**config.mk**
```make
export PLATFORM = sky130hd
export DESIGN_NAME = wb_native_bridge
export DESIGN_NICKNAME = d
export VERILOG_FILES = /design/src/rtl/wb_native_bridge.sv
export SDC_FILE = /design/constraint.sdc
export NUM_CORES = 1
export LEC_CHECK = 0
export CAP_MARGIN = 20
export CORE_MARGIN = 1.5
export CORE_UTILIZATION = 41
export CTS_CLUSTER_DIAMETER = 100
export DETAILED_ROUTE_END_ITERATION = 10
export PLACE_DENSITY = 0.77
export SLEW_MARGIN = 25
export SYNTH_ARGS = -nofsm -noshare
export SYNTH_HDL_FRONTEND = slang
export SYNTH_SLANG_ARGS = --single-unit
```
**constraint.sdc**
```tcl
create_clock -name wb_clk_i -period 2.1 [get_ports wb_clk_i]
set_input_delay 0.525 -clock wb_clk_i [delete_from_list [all_inputs] [get_ports wb_clk_i]]
set_output_delay 0.525 -clock wb_clk_i [all_outputs]
set_load 0.01 [all_outputs]
```
**src/rtl/wb_native_bridge.sv**
```systemverilog
module wb_native_bridge #(
  parameter logic [31:0] BASE_ADDR = 32'h3000_0000,
  parameter logic [31:0] ADDR_MASK = 32'hFF00_0000,
  parameter logic [7:0]  TIMEOUT   = 8'd255
) (
  input  logic        wb_clk_i,
  input  logic        wb_rst_i,
  input  logic        wbs_stb_i,
  input  logic        wbs_cyc_i,
  input  logic        wbs_we_i,
  input  logic [3:0]  wbs_sel_i,
  input  logic [31:0] wbs_dat_i,
  input  logic [31:0] wbs_adr_i,
  output logic        wbs_ack_o,
  output logic [31:0] wbs_dat_o,
  output logic        mem_valid,
  output logic        mem_instr,
  output logic [31:0] mem_addr,
  output logic [31:0] mem_wdata,
  output logic [3:0]  mem_wstrb,
  input  logic        mem_ready,
  input  logic [31:0] mem_rdata,
  output logic        timeout_flag
);

  typedef enum logic [1:0] {
    S_IDLE,
    S_BUSY,
    S_ACK
  } state_e;

  state_e      state_q, state_d;
  logic [7:0]  cnt_q, cnt_d;
  logic        drop_q, drop_d;
  logic        ack_q, ack_d;
  logic [31:0] dat_q, dat_d;
  logic        valid_q, valid_d;
  logic [31:0] addr_q, addr_d;
  logic [31:0] wdata_q, wdata_d;
  logic [3:0]  wstrb_q, wstrb_d;
  logic        flag_q, flag_d;

  logic        hit;
  logic        abort;

  assign hit = wbs_cyc_i & wbs_stb_i & ((wbs_adr_i & ADDR_MASK) == BASE_ADDR);

  always_comb begin
    state_d = state_q;
    cnt_d   = cnt_q;
    drop_d  = drop_q;
    ack_d   = ack_q;
    dat_d   = dat_q;
    valid_d = valid_q;
    addr_d  = addr_q;
    wdata_d = wdata_q;
    wstrb_d = wstrb_q;
    flag_d  = flag_q;
    // cyc may fall on any BUSY cycle; remember it so the eventual completion drops the ack
    abort   = drop_q | ~wbs_cyc_i;

    case (state_q)
      S_IDLE: begin
        if (hit) begin
          if (wbs_we_i && (wbs_sel_i == 4'h0)) begin
            ack_d   = 1'b1;
            dat_d   = '0;
            state_d = S_ACK;
          end else begin
            addr_d  = wbs_adr_i & ~ADDR_MASK & 32'hFFFF_FFFC;
            wdata_d = wbs_dat_i;
            wstrb_d = wbs_we_i ? wbs_sel_i : 4'h0;
            valid_d = 1'b1;
            cnt_d   = '0;
            drop_d  = 1'b0;
            state_d = S_BUSY;
          end
        end
      end

      S_BUSY: begin
        drop_d = abort;
        if (mem_ready) begin
          valid_d = 1'b0;
          if (abort) begin
            state_d = S_IDLE;
          end else begin
            ack_d   = 1'b1;
            dat_d   = (wstrb_q == 4'h0) ? mem_rdata : '0;
            state_d = S_ACK;
          end
        end else if (cnt_q == TIMEOUT) begin
          valid_d = 1'b0;
          flag_d  = 1'b1;
          if (abort) begin
            state_d = S_IDLE;
          end else begin
            ack_d   = 1'b1;
            dat_d   = 32'hDEAD_BEEF;
            state_d = S_ACK;
          end
        end else begin
          cnt_d = cnt_q + 8'd1;
        end
      end

      S_ACK: begin
        ack_d   = 1'b0;
        dat_d   = '0;
        state_d = S_IDLE;
      end

      default: begin
        state_d = S_IDLE;
      end
    endcase
  end

  always_ff @(posedge wb_clk_i) begin
    if (wb_rst_i) begin
      state_q <= S_IDLE;
      cnt_q   <= '0;
      drop_q  <= 1'b0;
      ack_q   <= 1'b0;
      dat_q   <= '0;
      valid_q <= 1'b0;
      addr_q  <= '0;
      wdata_q <= '0;
      wstrb_q <= '0;
      flag_q  <= 1'b0;
    end else begin
      state_q <= state_d;
      cnt_q   <= cnt_d;
      drop_q  <= drop_d;
      ack_q   <= ack_d;
      dat_q   <= dat_d;
      valid_q <= valid_d;
      addr_q  <= addr_d;
      wdata_q <= wdata_d;
      wstrb_q <= wstrb_d;
      flag_q  <= flag_d;
    end
  end

  assign wbs_ack_o    = ack_q;
  assign wbs_dat_o    = dat_q;
  assign mem_valid    = valid_q;
  assign mem_instr    = 1'b0;
  assign mem_addr     = addr_q;
  assign mem_wdata    = wdata_q;
  assign mem_wstrb    = wstrb_q;
  assign timeout_flag = flag_q;

endmodule
```
==> After elaboration in Yosys (flattened, before gate mapping) <==
Cells that the tools add are included.
{ "word_totals": {"regBits": 104, "input_bits": 106, "out_inout_bits": 104, "wordCells": 76} }
{ "classes": {"add_sub_neg": 1, "eq_ne": 11, "muxes": 34, "bitwise": 6, "reduce_logical": 14} }
{ "op_table": {"columns": ["operator", "n"], "rows": [
  ["$mux W32", 7],
  ["$pmux W32 S3", 1],
  ["$mux W8", 4],
  ["$pmux W8 S2", 1],
  ["$ne A2 B2 Y1 const B", 6],
  ["$mux W1", 11],
  ["$mux W2", 5],
  ["$reduce_and A5 Y1", 2],
  ["$reduce_and A3 Y1", 3],
  ["$add A8 B1 Y8 const B", 1],
  ["$eq A8 B6 Y1 const B", 1],
  ["$eq A8 B8 Y1 const B", 1],
  ["$logic_not A4 Y1", 2],
  ["$reduce_and A4 Y1", 2],
  ["$mux W4", 1],
  ["$pmux W1 S2", 2],
  ["$pmux W2 S2", 1],
  ["$ne A3 B3 Y1 const B", 1],
  ["$not A1 Y1", 3],
  ["$pmux W1 S3", 1],
  ["$reduce_bool A3 Y1", 1],
  ["$and A1 B1 Y1", 2],
  ["$eq A2 B1 Y1 const B", 1],
  ["$eq A2 B2 Y1 const B", 1],
  ["5 further kinds", 5]
]} }

==> Depth between registers and ports, before layout <==
{ "depth": {"word_depth": 6, "ltp_mapped": 7, "mapped_depth_nobuf": 5} }

==> Worst setup path after synthesis <==
OpenSTA, ideal clock, no wires.
{ "synth_path": {"path_kind": "input to register", "startpoint": "input port wbs_sel_i[0]", "endpoint": "register dat_q[10] (netlist: wbs_dat_o[10])", "setup_time_ps": 152, "arrival_ps": 1755, "setup_slack_ps": 194, "stages": 5, "n_path_buf": 1, "cell_sequence": "or4_4 > o211ai_4 > o311a_2 > buf_4 > a221oi_2"} }
{ "synth_between": {"elab_chain_cells": 4} }
{ "synth_lines": {"columns": ["item", "line", "source"], "rows": [
  ["start: declaration", "11", "input logic [3:0] wbs_sel_i,"],
  ["$logic_not A4 Y1", "65", "if (wbs_we_i && (wbs_sel_i == 4'h0)) begin"],
  ["$logic_and A1 B1 Y1", "65", null],
  ["$ne A2 B2 Y1 (no source line)", null, null],
  ["$reduce_and A5 Y1 (no source line)", null, null],
  ["end signal: assignment", "136", "dat_q <= dat_d;"],
  ["end: declaration", "36", "logic [31:0] dat_q, dat_d;"]
]} }
Every way passes these cells.
A chain may end at the register's enable or synchronous reset.

==> Worst setup path after layout <==
{ "layout_path": {"startpoint": "input port wbs_sel_i[0]", "endpoint": "register dat_q[31] (netlist: wbs_dat_o[31])"} }
Same word-level chain as after synthesis.

==> summary.txt <==
Timing
  • Worst-Margin Slew: 526.4 ps
  • Worst relative slew slack: 64.82%
  • Period utilization: 99.10%
  • Final Hold Violating Endpoints: 0
  • Max Clk Rate: 480.5 MHz
  • Max-slew violations: 0
  • Final TNS setup: 0 ps
  • Final setup violation count: 0
  • Minimum clock period: 2081 ps
  • Layout Skew: 14.64 ps

Global routing
  • Met2 usage: 38.03%
  • Met1 Usage GRT: 27.70%
  • Total overflow reported by the global router: 0
  • Vias in the first global route: 4400
  • Routing usage on met3: 7.264%
  • Largest net degree at the start of global routing: 46
  • Initial antenna violation count: 0
  • First-pass GRT wire length: 21.09 mm
  • Tot GR Track Use: 22.82%
  • GR peak layer: met2

Layout
  • Ratio of cells with drive above 1 in the final layout: 12.59%
  • Final Net Count: 817
  • Antenna Cells: 0
  • Layout area overhead: 56.45%
  • Post-route cell area: 7008 um^2
  • Final-layout fill cell count: 870

Critical path
  • Data required, critical path: 2360 ps
  • Slowest-stage cell, CP: or4_4
  • Worst setup SP type: primary input
  • Crit Path Class: primary input to flip-flop
  • CP peak stage delay: 450 ps
  • CP max FO: 5
  • Worst Setup End Kind: flip-flop
  • R2R Setup Slk: 170 ps
  • Worst-path cell chain: clkdlybuf4s50_1 > or4_4 > o211ai_4 > o311ai_4 > buf_12 > a221oi_1
  • Arrival @ worst endpoint: 2340 ps

Placement
  • Port Buffers: 196
  • Hpwl dp: 9.756 mm
  • Post-DP Area: 6715 um^2
  • Placer Congestion: 0.8387

Logic synthesis
  • Synth area leaders: dfxtp_1 46%, a21oi_1 7.5%, o21ai_0 7.0%, a221oi_2 7.0%, nand3_1 6.4%
  • Yosys top cell by area: dfxtp_1
  • Share of the synthesized area in the top cell type: 46.48%
  • Sequential element share of the synthesized area: 46.48%
  • Synth Flop Type: dfxtp_1
  • EDFF count, synth: 0
  • Synthesized area per cell: 8.818 um^2
  • Flops & latches, synth: 104
  • Cell with the most instances after synthesis: dfxtp_1
  • Post-synth top cells: 104 x dfxtp_1, 67 x a21oi_1, 63 x o21ai_0
  • Async S/R FF share, synth: 0%
  • Synth Cell Area: 4479 um^2
  • Yosys warning count: 0
  • Cells after synthesis: 508
  • Synth cell types: 48

Route
  • First-pass detailed-route iteration total: 4
  • Avg WL per Cell: 16.12 um
  • Via/cell ratio: 5.380
  • Final wirelength: 13.72 mm
  • DR DRC count: 0
  • ANT nets after route: 0
  • Initial DRC count: 235
  • Via count: 4578

Floorplan
  • Num ports: 210
  • Die W: 107.5 um
  • Initial cell density of the core: 42.81%
  • Placement row count: 37
  • Core ar.: 10460 um^2
  • Die Y: 107.5 um
  • Die area: 11560 um^2

Min path
  • Hold crit path type: flip-flop to flip-flop

Clock network
  • Skew-Pair Late Insertion Delay: 370 ps
  • Root Driver: clkbuf_8
  • H-tree depth: 3
  • CTS Hold Buffers Added: 0
  • Clock slew at reported path FFs: 100 ps
  • CTS buffer count: 9
  • Longest Clk Path Bufs: 2
  • TritonCTS clock tree: done
  • Num Clock Sinks: 104
  • Postcts setup bufs: 0

Power and ir drop
  • Post-route total power: 3459 uW
  • IR drop worst, VDD: 0.3753 mV
  • Power Dens Cells: 493.6 nW/um^2
  • Leakage: 0.002370 uW

Outcome
  • Status: completed

Flow run
  • Max-Cap Viols: 0
## layout make-up
cell class | instances | area (um^2) | area share [%]
Inverter | 26 | 97.59 | 1.393
Tap cell | 136 | 170.2 | 2.428
Multi-Input combinational cell | 332 | 2090 | 29.82
Clock buffer | 10 | 127.6 | 1.821
Sequential cell | 104 | 2082 | 29.71
Clock inverter | 6 | 51.30 | 0.7320
Timing Repair Buffer | 237 | 2390 | 34.10
## critical path, delay by kind of cell
family	cells	cell delay [ps]
AOI/OAI and AO/OA	3	740
buffers and inverters	2	620
and+or+nand+nor	1	450
## path summary, 6_finish.rpt
check                                endpoint  depth (start not counted)          from
worst min register to register      wbs_ack_o                          2     wbs_ack_o
worst min-delay path                wbs_ack_o                          2     wbs_ack_o
worst max-delay path            wbs_dat_o[31]                          6  wbs_sel_i[0]
worst max register to register  wbs_dat_o[31]                          5    state_q[0]
## metal layers
layer,routed length (um),up-vias
met1,5433,2159
met3,1352,18
met2,6702,199
met4,232,0
met5,0,-
li1,-,2202
## what timing repair did
action / in CTS / in global routing
gates cloned: 0 / 3
setup endpoints to repair: 10 / 81
endpoints found under the hold margin: 0 / 0
gates resized for setup: 2 / 6
pin swaps: 0 / 4
## placed cells by master (no fill, tap or decap), drive strengths merged, types with 7 or more instances in the layout
cell type,synthesis,final
clkdlybuf4s50,0,192
dfxtp,104,104
a21oi,67,67
o21ai,65,65
nand3,57,57
buf,26,39
nand2,37,37
inv,26,29
a221oi,24,24
nand2b,13,13
clkbuf,30,13
conb,1,11
mux2i,8,8
nor2,7,7
## kinds of logic (layout without fill, tap and decap cells)
logic type | Yosys count | in the layout | synth area share, %
flip-flops | 104 | 104 | 46.48
AO/OA/AOI/OAI | 176 | 176 | 27.07
other | 1 | 11 | 0.08372
buffers and inverters | 82 | 279 | 8.715
adder cells (fa/ha/maj) | 1 | 1 | 0.2793
AND/OR/NAND/NOR | 136 | 136 | 15.59
multiplexers | 8 | 8 | 1.788
## metrics by stage
stage / setup slack [ps] / hold slack, ps / utilization, % / instances
finish: 18.96 / 448.2 / 66.98 / 851
global route: -33.20 / 481.0 / 66.98 / 851
CTS: -13.61 / 451.1 / 65.97 / 848
detailed placement: -448.7 / 436.5 / 64.18 / 832
global placement: -354.5 / 433.5 / 64.18 / 832
floorplan: 193.7 / 450.8 / - / 518
## power breakdown
part / switching (uW) / internal [uW] / total, uW / leakage (uW)
combinational: 106 / 194 / 300 / 0.00144
sequential: 0.391 / 1970 / 1970 / 0.000837
clock: 735 / 452 / 1190 / 0.0000931
## state kept, by name, indices dropped and copies added (netlist names)
| register | flops |
|---|---|
| cnt_q | 8 |
| drop_q | 1 |
| mem_addr | 22 |
| mem_valid | 1 |
| mem_wdata | 32 |
| mem_wstrb | 4 |
| state_q | 2 |
| timeout_flag | 1 |
| wbs_ack_o | 1 |
| wbs_dat_o | 32 |
(Power assumes the default switching activity.)
